[src/rtl/gf128_mult_serial_pkg.sv]
// gf128_pkg: shared types and helpers for the serial GF(2^128) multiplier.
// Bit order follows GCM: bit[127] is the x^0 coefficient.
package gf128_pkg;

  typedef logic [127:0] gf128_t;

  localparam gf128_t GF128_R =
    128'hE1000000000000000000000000000000;

  typedef enum logic [1:0] {
    S_IDLE,
    S_RUN,
    S_DONE
  } gf128_state_t;

  // Multiply v by x: shift toward higher powers, fold x^128 back via R.
  function automatic gf128_t gf128_mulx(input gf128_t v);
    return v[0] ? ((v >> 1) ^ GF128_R) : (v >> 1);
  endfunction

endpackage

[src/rtl/gf128_mult_serial_if.sv]
// gf128_mult_serial_if: operand/result handshake bundle.
// master drives operands and out_ready; slave is the multiplier.
interface gf128_mult_serial_if;
  import gf128_pkg::*;

  logic   in_valid;
  logic   in_ready;
  gf128_t a;
  gf128_t b;
  logic   acc_mode;
  logic   acc_clr;
  logic   out_valid;
  logic   out_ready;
  gf128_t z;
  gf128_t acc;
  logic   busy;

  modport master (
    output in_valid, a, b, acc_mode, acc_clr, out_ready,
    input  in_ready, out_valid, z, acc, busy
  );

  modport slave (
    input  in_valid, a, b, acc_mode, acc_clr, out_ready,
    output in_ready, out_valid, z, acc, busy
  );

endinterface

[src/rtl/gf128_mult_serial_digit_step.sv]
// gf128_digit_step: DIGIT_W unrolled shift-and-add steps of the
// GF(2^128) multiply, consuming x MSB first.
module gf128_digit_step
  import gf128_pkg::*;
#(
  parameter int DIGIT_W = 8
) (
  input  gf128_t x,
  input  gf128_t v,
  input  gf128_t zacc,
  output gf128_t x_next,
  output gf128_t v_next,
  output gf128_t zacc_next
);

  gf128_t xs;
  gf128_t vs;
  gf128_t zs;

  // Chain DIGIT_W bit steps combinationally.
  always_comb begin
    xs = x;
    vs = v;
    zs = zacc;
    for (int i = 0; i < DIGIT_W; i++) begin
      if (xs[127]) zs = zs ^ vs;
      vs = gf128_mulx(vs);
      xs = xs << 1;
    end
    x_next    = xs;
    v_next    = vs;
    zacc_next = zs;
  end

endmodule

[src/rtl/gf128_mult_serial.sv]
// gf128_mult_serial: digit-serial GHASH multiplier with accumulator.
// GF128_MULT_SERIAL_BACK2BACK_EN enables DONE->RUN with forwarding.
module gf128_mult_serial
  import gf128_pkg::*;
#(
  parameter int DIGIT_W = 8
) (
  input logic clk,
  input logic rst,
  gf128_mult_serial_if.slave bus
);

  localparam int NDIG = 128 / DIGIT_W;
  localparam int CW   = (NDIG > 1) ? $clog2(NDIG) : 1;

  generate
    if (!(DIGIT_W == 1  || DIGIT_W == 2  ||
          DIGIT_W == 4  || DIGIT_W == 8  ||
          DIGIT_W == 16 || DIGIT_W == 32 ||
          DIGIT_W == 64 || DIGIT_W == 128))
    begin : g_bad_digit
      $error("DIGIT_W must be a power of two in 1..128");
    end
  endgenerate

  gf128_state_t state_q;
  gf128_state_t state_d;

  gf128_t x_q;
  gf128_t v_q;
  gf128_t zacc_q;
  gf128_t z_q;
  gf128_t acc_q;
  logic [CW-1:0] cnt_q;
  logic mode_q;

  gf128_t x_n;
  gf128_t v_n;
  gf128_t zacc_n;
  gf128_t acc_eff;
  gf128_t x_load;

  logic rdy;
  logic vld;
  logic last;
  logic in_acc;
  logic out_acc;

  gf128_digit_step #(
    .DIGIT_W (DIGIT_W)
  ) u_step (
    .x         (x_q),
    .v         (v_q),
    .zacc      (zacc_q),
    .x_next    (x_n),
    .v_next    (v_n),
    .zacc_next (zacc_n)
  );

  assign last    = (cnt_q == CW'(NDIG - 1));
  assign in_acc  = rdy & bus.in_valid;
  assign out_acc = vld & bus.out_ready;

  // State register.
  always_ff @(posedge clk) begin
    if (rst) state_q <= S_IDLE;
    else     state_q <= state_d;
  end

  // Next state and handshake outputs.
  always_comb begin
    state_d = state_q;
    rdy     = 1'b0;
    vld     = 1'b0;
    unique case (state_q)
      S_IDLE: begin
        rdy = 1'b1;
        if (bus.in_valid) state_d = S_RUN;
      end
      S_RUN: begin
        if (last) state_d = S_DONE;
      end
      S_DONE: begin
        vld = 1'b1;
`ifdef GF128_MULT_SERIAL_BACK2BACK_EN
        rdy = bus.out_ready;
`endif
        if (bus.out_ready)
          state_d = (rdy && bus.in_valid) ? S_RUN : S_IDLE;
      end
      default: state_d = S_IDLE;
    endcase
  end

  // Accumulator value seen by an accepting operand.
  always_comb begin
    acc_eff = acc_q;
`ifdef GF128_MULT_SERIAL_BACK2BACK_EN
    if (state_q == S_DONE && mode_q) acc_eff = z_q;
`endif
    if (bus.acc_clr) acc_eff = '0;
    x_load = bus.acc_mode ? (bus.a ^ acc_eff) : bus.a;
  end

  // Operand load and per-digit iteration.
  always_ff @(posedge clk) begin
    if (rst) begin
      x_q    <= '0;
      v_q    <= '0;
      zacc_q <= '0;
      z_q    <= '0;
      cnt_q  <= '0;
      mode_q <= 1'b0;
    end else if (in_acc) begin
      x_q    <= x_load;
      v_q    <= bus.b;
      zacc_q <= '0;
      cnt_q  <= '0;
      mode_q <= bus.acc_mode;
    end else if (state_q == S_RUN) begin
      x_q    <= x_n;
      v_q    <= v_n;
      zacc_q <= zacc_n;
      cnt_q  <= cnt_q + 1'b1;
      if (last) z_q <= zacc_n;
    end
  end

  // GHASH accumulator; a clear beats a result write.
  always_ff @(posedge clk) begin
    if (rst)                  acc_q <= '0;
    else if (bus.acc_clr)     acc_q <= '0;
    else if (out_acc && mode_q) acc_q <= z_q;
  end

  assign bus.in_ready  = rdy;
  assign bus.out_valid = vld;
  assign bus.z         = z_q;
  assign bus.acc       = acc_q;
  assign bus.busy      = (state_q != S_IDLE);

endmodule

[src/flat_wrapper.sv]
// flat-port wrapper written by rule: the top's interface ports become plain ports
module gf128_mult_serial_flat import gf128_pkg::*;
#(
  parameter int DIGIT_W = 8
)
  (clk, rst, bus_in_valid, bus_a, bus_b, bus_acc_mode, bus_acc_clr, bus_out_ready, bus_in_ready, bus_out_valid, bus_z, bus_acc, bus_busy);
  gf128_mult_serial_if bus_i ();
  input logic clk;
  input logic rst;
  input wire logic [$bits(bus_i.in_valid)-1:0] bus_in_valid;
  input wire logic [$bits(bus_i.a)-1:0] bus_a;
  input wire logic [$bits(bus_i.b)-1:0] bus_b;
  input wire logic [$bits(bus_i.acc_mode)-1:0] bus_acc_mode;
  input wire logic [$bits(bus_i.acc_clr)-1:0] bus_acc_clr;
  input wire logic [$bits(bus_i.out_ready)-1:0] bus_out_ready;
  output wire logic [$bits(bus_i.in_ready)-1:0] bus_in_ready;
  output wire logic [$bits(bus_i.out_valid)-1:0] bus_out_valid;
  output wire logic [$bits(bus_i.z)-1:0] bus_z;
  output wire logic [$bits(bus_i.acc)-1:0] bus_acc;
  output wire logic [$bits(bus_i.busy)-1:0] bus_busy;
  assign bus_i.in_valid = bus_in_valid;
  assign bus_i.a = bus_a;
  assign bus_i.b = bus_b;
  assign bus_i.acc_mode = bus_acc_mode;
  assign bus_i.acc_clr = bus_acc_clr;
  assign bus_i.out_ready = bus_out_ready;
  assign bus_in_ready = bus_i.in_ready;
  assign bus_out_valid = bus_i.out_valid;
  assign bus_z = bus_i.z;
  assign bus_acc = bus_i.acc;
  assign bus_busy = bus_i.busy;
  gf128_mult_serial #(.DIGIT_W(DIGIT_W)) u_core (.clk(clk), .rst(rst), .bus(bus_i));
endmodule
[config.mk]
export PLATFORM = sky130hd
export DESIGN_NAME = gf128_mult_serial_flat
export DESIGN_NICKNAME = d
export VERILOG_FILES = /design/src/rtl/gf128_mult_serial_pkg.sv /design/src/rtl/gf128_mult_serial_if.sv /design/src/rtl/gf128_mult_serial_digit_step.sv /design/src/rtl/gf128_mult_serial.sv /design/src/flat_wrapper.sv
export SDC_FILE = /design/constraint.sdc
export NUM_CORES = 2
export LEC_CHECK = 0
export ABC_AREA = 1
export CORE_AREA = 5 5 289 291
export DETAILED_ROUTE_END_ITERATION = 10
export DIE_AREA = 0 0 294 296
export PLACE_DENSITY = 0.83
export SYNTH_ARGS = -nofsm -noshare
export SYNTH_HDL_FRONTEND = slang
export SYNTH_HIERARCHICAL = 1
export SYNTH_SLANG_ARGS = --single-unit
[constraint.sdc]
create_clock -name clk -period 2.65 [get_ports clk]
set_input_delay 0.795 -clock clk [delete_from_list [all_inputs] [get_ports clk]]
set_output_delay 0.795 -clock clk [all_outputs]
set_load 0.02 [all_outputs]
==> results_dict.tcl <==
set metrics [dict create \
    cts_root_buffer "clkbuf_16" \
    p_comb_share_pct 23.3 \
    avgRoutedWirePerCell_um 19.26 \
    cap_violations 0 \
    ir_drop_mv 0.4421 \
    ant_nets 0 \
    nFillCells 7036 \
    die_w_um 294 \
    multi_input_area_mm2 0.02685 \
    worstHoldStart "u_core/bus.z[5]$_SDFFE_PP0P_" \
    crit_type "register to primary output" \
    fin_nets 7835 \
    syn_inst 7557 \
    reg2reg_slack_ps 300 \
    drtPass1Iterations 9 \
    violations "DRC" \
    worst_setup_hold_path_clk_slew_ps 60 \
    gp_congestion 0.9604 \
    yosysTopAreaCell "dfxtp_1" \
    numCtsBuffers 72 \
    worstPathArrival_ps 1820 \
    timing.fmax_mhz 382.0 \
    p_int_mw 18.86 \
    register_area_mm2 0.01299 \
    cpPeakStageDelay_ps 690 \
    grt_overflow 0 \
    grt_max_degree 138 \
    fin_tns_setup_ps 0 \
    cts_buffer_depth 3 \
    placement.io_buffers 520 \
    tritoncts "yes" \
    grt_pass1_wl_um 251800 \
    grt_pass1_vias 44260 \
    synthDistinctLibCells 28 \
    crit_buf_inv 1 \
    yosys.area.top_type_share_pct 28.03 \
    clkPwrFrac_pct 38.2 \
    tightest_slew_ps 839.7 \
    period_minus_slack_ps 2618 \
    finalMaxSlewViolations 0 \
    path_cells "clkdlybuf4s50_1" \
    drt_iter0_markers 7035 \
    post-route-period-util_pct 98.80 \
    ys_seq_area_share_pct 28.03 \
    hold_path.class "register to register" \
    status "finished, violations left" \
    cts.sinks 647 \
    drive_gt1_share_pct 5.032 \
    htreeDepth 3 \
    instances_no_fill 8701 \
    critical-path-top-delay-family "buffers and inverters" \
    viasPerCell 5.661 \
    syn_area_per_cell_um2 6.115 \
    drc 2 \
    rsz0062_at_grt "false" \
    synth.area.top_cells "dfxtp_1 (28%), nand2_1 (23%), xnor2_1 (13%)" \
    holdWs_ps 445.5 \
    skew_ps 32.74 \
    dieArea_mm2 0.08702 \
    ys_ff_latch 647 \
    track_usage_pct 36.04 \
    power_frac_seq_pct 38.5 \
    power_density_mw_per_mm2 526.2 \
    cts_setup_buffers 0 \
    yosysWarningCount 6 \
    p_leak_nw 22.71 \
    row_count 104 \
    p_switching_mw 9.333 \
    p_total_mw 28.19 \
    core_mm2 0.08029 \
    placed_cells 8558 \
    synthesis.area_mm2 0.04621 \
    utilization_pct 66.74 \
    io_pins 521 \
    dpl.hpwl_um 116900 \
    dieHeight_um 296 \
    end_kind "primary output" \
    vias 49250 \
    critPathSlowestCell "clkdlybuf4s50_1" \
    setup_viol 0 \
    clk_latency_ps 650 \
    initial_core_util_pct 57.56 \
    drt-total-wl_um 167500 \
    antenna_found_initial 9 \
    slew_headroom_pct 44.02 \
    worstSetupStartpoint "u_core/bus.z[35]$_SDFFE_PP0P_" \
    finalHoldViolations 0 \
    startpoint_type "register" \
    cp_max_fo 3 \
    sw_frac_of_total_pct 33.10 \
    area_growth_pct 15.96 \
    cp.required_ps 1860 \
    r2r-start "u_core/x_q[123]$_SDFFE_PP0P_" \
]
-- kinds of logic after synthesis --
| family | count (synthesis) | synth area share (%) |
|---|---|---|
| adders and majority gates | 1 | 0.02707 |
| buffers and inverters | 1401 | 14.00 |
| other | 1 | 0.008115 |
| DFF | 647 | 28.03 |
| and+or+nand+nor | 3907 | 34.38 |
| xor gates and xnor gates | 756 | 14.33 |
| AOI/OAI and AO/OA | 844 | 9.228 |
-- through the flow --
stage	area, um^2	setup slack [ps]
after detailed placement	51050	84.19
after floorplan	46240	701.8
after global placement	51050	120.1
final	53580	31.91
after CTS	53550	9.518
after global routing	53580	11.42
-- cell usage in the layout, fill, tap and decap left out, drive strengths merged --
| cell | Yosys | routed |
|---|---|---|
| clkdlybuf4s50 | 0 | 513 |
| inv | 613 | 617 |
| nand4 | 128 | 128 |
| xnor2 | 710 | 710 |
| diode | 0 | 10 |
| or2 | 115 | 115 |
| clkinv | 2 | 18 |
| xor2 | 46 | 46 |
| a21oi | 555 | 555 |
| dlymetal6s2s | 0 | 2 |
| buf | 458 | 202 |
| conb | 1 | 8 |
| dfxtp | 647 | 647 |
| nand3 | 427 | 427 |
| o21ai | 288 | 288 |
| dlygate4sd2 | 0 | 3 |
| nand3b | 7 | 7 |
| nor3b | 1 | 1 |
| clkinvlp | 0 | 2 |
| nand2 | 2869 | 2869 |
| nor2 | 360 | 360 |
| ha | 1 | 1 |
| bufinv | 0 | 8 |
| clkbuf | 328 | 103 |
| o211ai | 1 | 1 |
-- sequential cells by signal, indices dropped and copies added (netlist names) --
register,count
u_core/bus.acc,128
u_core/bus.z,128
u_core/cnt_q,4
u_core/mode_q,1
u_core/state_q,2
u_core/v_q,128
u_core/x_q,128
u_core/zacc_q,128
-- power by group through the flow --
stage	sequential, mW	combinational (mW)	clock [mW]
2_1_floorplan	10.5	4.74	0
3_3_place_gp	11.0	6.17	0
3_5_place_dp	11.0	6.31	0
4_1_cts	10.8	6.36	10.8
5_1_grt	10.9	7.08	11.2
6_report	10.9	6.57	10.8
-- worst register-to-register path: stages (launching register included) --
cell and delay (ps):
dfxtp_4 540, buf_12 230, buf_4 220, nand2_1 90
xnor2_1 150, xnor2_1 220, inv_1 80, nand2_1 80
nand2_1 60, inv_1 250, nand2_1 170, a21oi_1 180
-- what timing repair did --
| action | 4_1_cts | 5_1_grt |
|---|---|---|
| setup endpoints to repair | 4 | 2 |
| resized for setup | 5 | 2 |
| hold buffers | 0 | 0 |
| endpoints found under the hold margin | 0 | 0 |
-- cell usage after synthesis, drive strengths merged --
library cell / n
dfxtp: 647
or2: 115
o211ai: 1
nand3: 427
xnor2: 710
conb: 1
ha: 1
nand3b: 7
clkbuf: 328
nand4: 128
nor3b: 1
nor2: 360
buf: 458
xor2: 46
a21oi: 555
nand2: 2869
o21ai: 288
clkinv: 2
inv: 613
-- layer usage --
metal / part of all wire [%] / track usage, % / vias to the layer above
met1: 39 / 49.91 / 22560
met3: 14 / 8.725 / 480
met5: 0.0078 / 0 / -
met2: 43 / 54.19 / 3151
li1: - / - / 23060
met4: 4.3 / 14.58 / 2
-- path summary, 6_finish.rpt --
kind	to	cells past startpoint
worst max-delay path	bus_z[35]	1
worst min-delay path	u_core/bus.acc[5]$_SDFFE_PP0P_	2
worst max register to register	u_core/bus.z[59]$_SDFFE_PP0P_	11
worst min register to register	u_core/bus.acc[5]$_SDFFE_PP0P_	2
-- layout make-up --
cell class / instances / share of cell area [%]
tap: 1060 / 2.475
sequential: 647 / 24.23
inverter: 615 / 4.325
timing repair buffer: 720 / 14.14
antenna: 10 / 0.04670
clock buffer: 103 / 3.897
clock inverter: 30 / 0.7682
multi-input combinational: 5516 / 50.11
No activity file was read; power rests on OpenSTA's default activity.
